==> config.mk <==
export PLATFORM = sky130hd
export DESIGN_NAME = bnn_neuron_feeder
export DESIGN_NICKNAME = d
export VERILOG_FILES = /design/src/rtl/bnn_neuron_feeder.sv
export SDC_FILE = /design/constraint.sdc
export NUM_CORES = 1
export LEC_CHECK = 0
export ABC_AREA = 0
export CORE_MARGIN = 5
export CORE_UTILIZATION = 35
export CTS_CLUSTER_DIAMETER = 150
export DETAILED_ROUTE_END_ITERATION = 16
export SYNTH_ARGS = -nofsm -noshare
export SYNTH_HDL_FRONTEND = slang
export SYNTH_SLANG_ARGS = --single-unit
==> constraint.sdc <==
create_clock -name clk -period 2 [get_ports clk]
set_input_delay 0.5 -clock clk [delete_from_list [all_inputs] [get_ports clk]]
set_output_delay 0.5 -clock clk [all_outputs]
set_load 0.05 [all_outputs]
==> src/rtl/bnn_neuron_feeder.sv <==
`default_nettype none
// ============================================================================
// Module   : bnn_neuron_feeder
// Brief    : Transmit-side driver for a BNN neuron processor. Buffers one
//            binarized input vector, streams x/w chunk pairs per neuron from
//            an external weight RAM, presents the neuron threshold, and
//            collects the per-neuron result bits into a result vector.
// Revision : 1.0  initial release
// ============================================================================
module bnn_neuron_feeder #(
    parameter int PARALLEL_INPUTS = 8,
    parameter int NUM_INPUTS      = 64,
    parameter int NUM_NEURONS     = 4,
    parameter int THRESH_W        = 32,
    parameter int W_ADDR_W        = ((NUM_NEURONS * (NUM_INPUTS / PARALLEL_INPUTS)) > 1)
                                    ? $clog2(NUM_NEURONS * (NUM_INPUTS / PARALLEL_INPUTS)) : 1,
    parameter int T_ADDR_W        = (NUM_NEURONS > 1) ? $clog2(NUM_NEURONS) : 1
) (
    input  logic                       clk,
    input  logic                       rst_n,
    input  logic                       in_valid,
    output logic                       in_ready,
    input  logic [PARALLEL_INPUTS-1:0] in_data,
    output logic [W_ADDR_W-1:0]        w_addr,
    input  logic [PARALLEL_INPUTS-1:0] w_rdata,
    output logic [T_ADDR_W-1:0]        t_addr,
    input  logic [THRESH_W-1:0]        t_rdata,
    output logic [PARALLEL_INPUTS-1:0] x,
    output logic [PARALLEL_INPUTS-1:0] w,
    output logic [THRESH_W-1:0]        threshold,
    output logic                       valid_out,
    output logic                       eof,
    input  logic                       nr_valid,
    input  logic                       nr_out,
    output logic                       res_valid,
    input  logic                       res_ready,
    output logic [NUM_NEURONS-1:0]     res_data
);

    localparam int BEATS  = NUM_INPUTS / PARALLEL_INPUTS;
    localparam int BEAT_W = (BEATS > 1) ? $clog2(BEATS) : 1;
    localparam int NEUR_W = T_ADDR_W;

    localparam logic [BEAT_W-1:0] C_LAST_BEAT   = BEAT_W'(BEATS - 1);
    localparam logic [NEUR_W-1:0] C_LAST_NEURON = NEUR_W'(NUM_NEURONS - 1);

    localparam logic [1:0] S_LOAD   = 2'd0;
    localparam logic [1:0] S_STREAM = 2'd1;
    localparam logic [1:0] S_WAIT   = 2'd2;
    localparam logic [1:0] S_RESULT = 2'd3;

    logic [1:0]                 state_q,    state_d;
    logic [BEAT_W-1:0]          beat_cnt_q, beat_cnt_d;
    logic [NEUR_W-1:0]          n_q,        n_d;
    logic [BEAT_W-1:0]          c_q,        c_d;
    logic [T_ADDR_W-1:0]        t_addr_q,   t_addr_d;
    logic [NUM_NEURONS-1:0]     res_q,      res_d;
    logic                       valid_q;
    logic                       eof_q;
    logic [PARALLEL_INPUTS-1:0] x_q;
    logic [PARALLEL_INPUTS-1:0] buf_q [BEATS];

    logic                       in_beat;
    logic                       streaming;
    logic [W_ADDR_W-1:0]        addr_calc;

    assign in_beat   = in_valid && (state_q == S_LOAD);
    assign streaming = (state_q == S_STREAM);
    assign addr_calc = W_ADDR_W'(n_q) * W_ADDR_W'(BEATS) + W_ADDR_W'(c_q);

    // Next-state and counter logic for the LOAD/STREAM/WAIT/RESULT sequence
    always_comb begin
        state_d    = state_q;
        beat_cnt_d = beat_cnt_q;
        n_d        = n_q;
        c_d        = c_q;
        t_addr_d   = t_addr_q;
        res_d      = res_q;
        case (state_q)
            S_LOAD: begin
                if (in_beat) begin
                    if (beat_cnt_q == C_LAST_BEAT) begin
                        beat_cnt_d = '0;
                        n_d        = '0;
                        c_d        = '0;
                        t_addr_d   = '0;
                        state_d    = S_STREAM;
                    end else begin
                        beat_cnt_d = beat_cnt_q + 1'b1;
                    end
                end
            end
            S_STREAM: begin
                if (c_q == C_LAST_BEAT) begin
                    c_d     = '0;
                    state_d = S_WAIT;
                end else begin
                    c_d = c_q + 1'b1;
                end
            end
            S_WAIT: begin
                if (nr_valid) begin
                    res_d[n_q] = nr_out;
                    if (n_q == C_LAST_NEURON) begin
                        state_d = S_RESULT;
                    end else begin
                        n_d      = n_q + 1'b1;
                        c_d      = '0;
                        t_addr_d = n_q + 1'b1;
                        state_d  = S_STREAM;
                    end
                end
            end
            S_RESULT: begin
                if (res_ready) begin
                    state_d = S_LOAD;
                end
            end
            default: begin
                state_d = S_LOAD;
            end
        endcase
    end

    // Control state, counters and result vector
    always_ff @(posedge clk or negedge rst_n) begin
        if (!rst_n) begin
            state_q    <= S_LOAD;
            beat_cnt_q <= '0;
            n_q        <= '0;
            c_q        <= '0;
            t_addr_q   <= '0;
            res_q      <= '0;
        end else begin
            state_q    <= state_d;
            beat_cnt_q <= beat_cnt_d;
            n_q        <= n_d;
            c_q        <= c_d;
            t_addr_q   <= t_addr_d;
            res_q      <= res_d;
        end
    end

    // Output pipeline stage aligned with the 1-cycle weight RAM latency
    always_ff @(posedge clk or negedge rst_n) begin
        if (!rst_n) begin
            valid_q <= 1'b0;
            eof_q   <= 1'b0;
            x_q     <= '0;
        end else begin
            valid_q <= streaming;
            eof_q   <= streaming && (c_q == C_LAST_BEAT);
            x_q     <= streaming ? buf_q[c_q] : '0;
        end
    end

    // Input vector buffer; stale contents are harmless since loads restart at beat 0
    always_ff @(posedge clk) begin
        if (in_beat) begin
            buf_q[beat_cnt_q] <= in_data;
        end
    end

    assign in_ready  = (state_q == S_LOAD);
    assign w_addr    = streaming ? addr_calc : '0;
    assign t_addr    = t_addr_q;
    assign threshold = t_rdata;
    assign x         = x_q;
    assign w         = valid_q ? w_rdata : '0;
    assign valid_out = valid_q;
    assign eof       = eof_q;
    assign res_valid = (state_q == S_RESULT);
    assign res_data  = res_q;

    // A result from the neuron processor is only meaningful while waiting for one
    a_nr_valid_in_wait: assert property (
        @(posedge clk) disable iff (!rst_n) nr_valid |-> (state_q == S_WAIT)
    ) else $warning("protocol error: nr_valid outside WAIT ignored");

endmodule
`default_nettype wire

==> results_dict.tcl <==
set metrics [dict create \
    dieArea_mm2 0.0134 \
    grt_pass1_wl_um 12900 \
    timing.final.setup_violations 0 \
    p_sw_share_pct 38.1 \
    period_share_pct 93.6 \
    sequentialPowerShare_pct 36.8 \
    irDropWorstVdd_v 0.000659 \
    drive_gt1_share_pct 21.9 \
    cts_buffers 9 \
    drt-wirelength-per-cell_um 18.5 \
    drt_iter0_drc 145 \
    area_delta_synth_final_pct 21.9 \
    vias_per_cell 4.84 \
    rsz0062_at_grt "false" \
    clock_skew_ns 0.0159 \
    gp_congestion 0.735 \
    switchingPower_uw 2590 \
    drv_cap 0 \
    power_uw 6810 \
    grt_usage_pct 13.1 \
    synth.net_count 331 \
    max_slew_margin_pct 60.5 \
    ys_ff_latch 88 \
    path_clk_slew_ns 0.09 \
    dieHeight_um 116 \
    tightest_slew_ns 0.590 \
    ff2ff_setup_slack_ns 0.38 \
    cts.sinks 88 \
    syn_area_mm2 0.00392 \
    cts_buffer_depth 2 \
    maxSlewViolCount 0 \
    totalWireLength_um 8330 \
    synthDistinctLibCells 30 \
    status "finished, final reports clean" \
    critPathArrivalTime_ns 1.37 \
    drcViolationCount 0 \
    postSynthCellCount 269 \
    antenna_found_initial 0 \
    clock_latency_ns 0.35 \
    final_util_pct 43.9 \
    combPwrFrac_pct 43.6 \
    synth-warning-count 0 \
    p_leak_uw 0.00186 \
    n_antenna_cell 0 \
    p_per_area_mw_per_mm2 1420 \
    place_hpwl_um 5980 \
    portBuffers 52 \
    critPathCaptureType "output port" \
    tns_ns 0 \
    hold_viol 0 \
    cp.required_ns 1.50 \
    yosysSeqAreaShare_pct 64.3 \
    pre_cts_ws_ns -0.0628 \
    fin_ws_ns 0.128 \
    final.min_clock_period_ns 1.87 \
    max_clock_freq_mhz 534 \
    cts_tree "built" \
    h-tree-depth 3 \
    power.share.clock_pct 19.6 \
    critical_path_class "register to output port" \
    grt_pass1_vias 2286 \
    syn_area_per_cell_um2 14.6 \
    grt-ovfl-total 0 \
    core.rowCount 38 \
    min_path_type "register to register" \
    die_w_um 116 \
    first_pass_iters 4 \
    startpoint_type "register" \
    start_util_pct 36.0 \
    p_int_uw 4210 \
    core-area_mm2 0.0109 \
    vias 2185 \
    fin_hold_ws_ns 0.504 \
    ant_nets 0 \
    cts_root_buf "clkbuf_8" \
    nets 368 \
    grt_max_degree 34 \
    path_max_fanout 8 \
    num_io_pins 117 \
]
-- cell usage after synthesis --
master | instances | share of area, %
nand2_1 | 11 | 1.1
and2_1 | 16 | 2.6
nor2b_1 | 3 | 0.48
mux2_1 | 6 | 1.7
o211ai_1 | 1 | 0.19
nor3_1 | 2 | 0.26
nand2b_1 | 3 | 0.48
mux2_4 | 1 | 0.38
and3_1 | 8 | 1.3
buf_6 | 4 | 1.1
and3b_1 | 1 | 0.22
clkbuf_2 | 1 | 0.13
a21oi_1 | 2 | 0.26
ha_1 | 8 | 2.6
buf_2 | 1 | 0.13
nand3b_1 | 2 | 0.38
nor2_1 | 10 | 0.96
nor3b_4 | 1 | 0.48
a22o_1 | 3 | 0.67
nand4bb_1 | 1 | 0.29
clkbuf_1 | 3 | 0.29
inv_1 | 3 | 0.29
edfxtp_1 | 64 | 49
mux2i_1 | 34 | 8.7
dfrtp_1 | 24 | 15
buf_4 | 36 | 6.9
a211o_1 | 2 | 0.45
o21a_1 | 1 | 0.19
a22oi_1 | 16 | 3.1
a21oi_2 | 1 | 0.22
-- metrics by stage --
| stage | instances | area, um^2 |
|---|---|---|
| global route | 451 | 4780 |
| detailed placement | 433 | 4530 |
| finish | 451 | 4780 |
| CTS | 449 | 4760 |
| global placement | 433 | 4530 |
| floorplan | 269 | 3920 |
-- cells by family after synthesis --
kind of cell | count (synthesis) | share of synthesized area (%)
DFF | 88 | 64.3
and+or+nand+nor | 58 | 8.42
buffers and inverters | 48 | 8.87
muxes | 41 | 10.8
AOI/OAI and AO/OA | 26 | 5.04
adders and majority gates | 8 | 2.55
-- power by group through the flow --
| stage | Combinational (uW) | Sequential, uW | Clock, uW |
|---|---|---|---|
| 6_report | 2970 | 2510 | 1330 |
| 5_1_grt | 3160 | 2560 | 1450 |
| 4_1_cts | 2970 | 2520 | 1360 |
| 3_5_place_dp | 2950 | 2550 | 0 |
| 3_3_place_gp | 2930 | 2540 | 0 |
| 2_1_floorplan | 1670 | 2950 | 0 |
-- worst max-delay path, stage by stage, from the launching register on --
cell and delay, ns:
dfrtp_1 0.46, nor2b_4 0.21, and2_1 0.20, buf_12 0.15
-- per-layer routing --
metal  global-route usage [%]  wire (um)  vias to the layer above
met1                     16.1       3430                     1068
met3                     3.34        470                       30
met4                     5.72        206                        0
met5                        0          0                        -
met2                     21.9       4220                       63
li1                         -          -                     1024
-- layout make-up --
class                           instances  area, um^2
Fill cell                             985        6110
Clock buffer                           10         128
Sequential cell                        88        2520
Clock inverter                          6        90.1
Multi-Input combinational cell        133        1060
Inverter                                3        11.3
Timing Repair Buffer                   71         791
Tap cell                              140         175
-- registers in the layout (all words and copies together), names as in the netlist --
signal / flops
beat_cnt_q: 3
buf_q: 64
c_q: 3
eof: 1
res_data: 4
state_q: 2
t_addr: 2
valid_out: 1
x: 8
-- timing repair --
action,in CTS,in global routing
hold buffers,0,0
buffers inserted,0,2
resized for setup,2,2
setup endpoints to repair,5,5
-- path summary, 6_finish.rpt --
| path | startpoint | endpoint | cells after the start |
|---|---|---|---|
| worst max-delay path | state_q[1]$_DFFE_PN0P_ | w_addr[0] | 3 |
| worst min-delay path | res_data[1]$_DFFE_PN0P_ | res_data[1]$_DFFE_PN0P_ | 1 |
| worst max register to register | state_q[0]$_DFFE_PN0P_ | buf_q[1][1]$_DFFE_PP_ | 5 |
| worst min register to register | res_data[1]$_DFFE_PN0P_ | res_data[1]$_DFFE_PN0P_ | 1 |
| max in group asynchronous | rst_n | x[3]$_DFF_PN0_ | 2 |
| min in group asynchronous | rst_n | state_q[1]$_DFFE_PN0P_ | 2 |
-- placed cells by master (no fill, tap or decap), types with 3 or more instances in the layout --
cell type	netlist	routed
edfxtp_1	64	64
mux2i_1	34	34
buf_4	36	33
dfrtp_1	24	24
clkdlybuf4s50_1	0	21
a22oi_1	16	16
buf_12	0	16
and2_1	16	15
nand2_1	11	11
nor2_1	10	10
clkbuf_8	0	9
and3_1	8	8
ha_1	8	8
mux2_1	6	6
inv_1	3	3
nand2b_1	3	3
a22o_1	3	3
(Power assumes the default switching activity.)
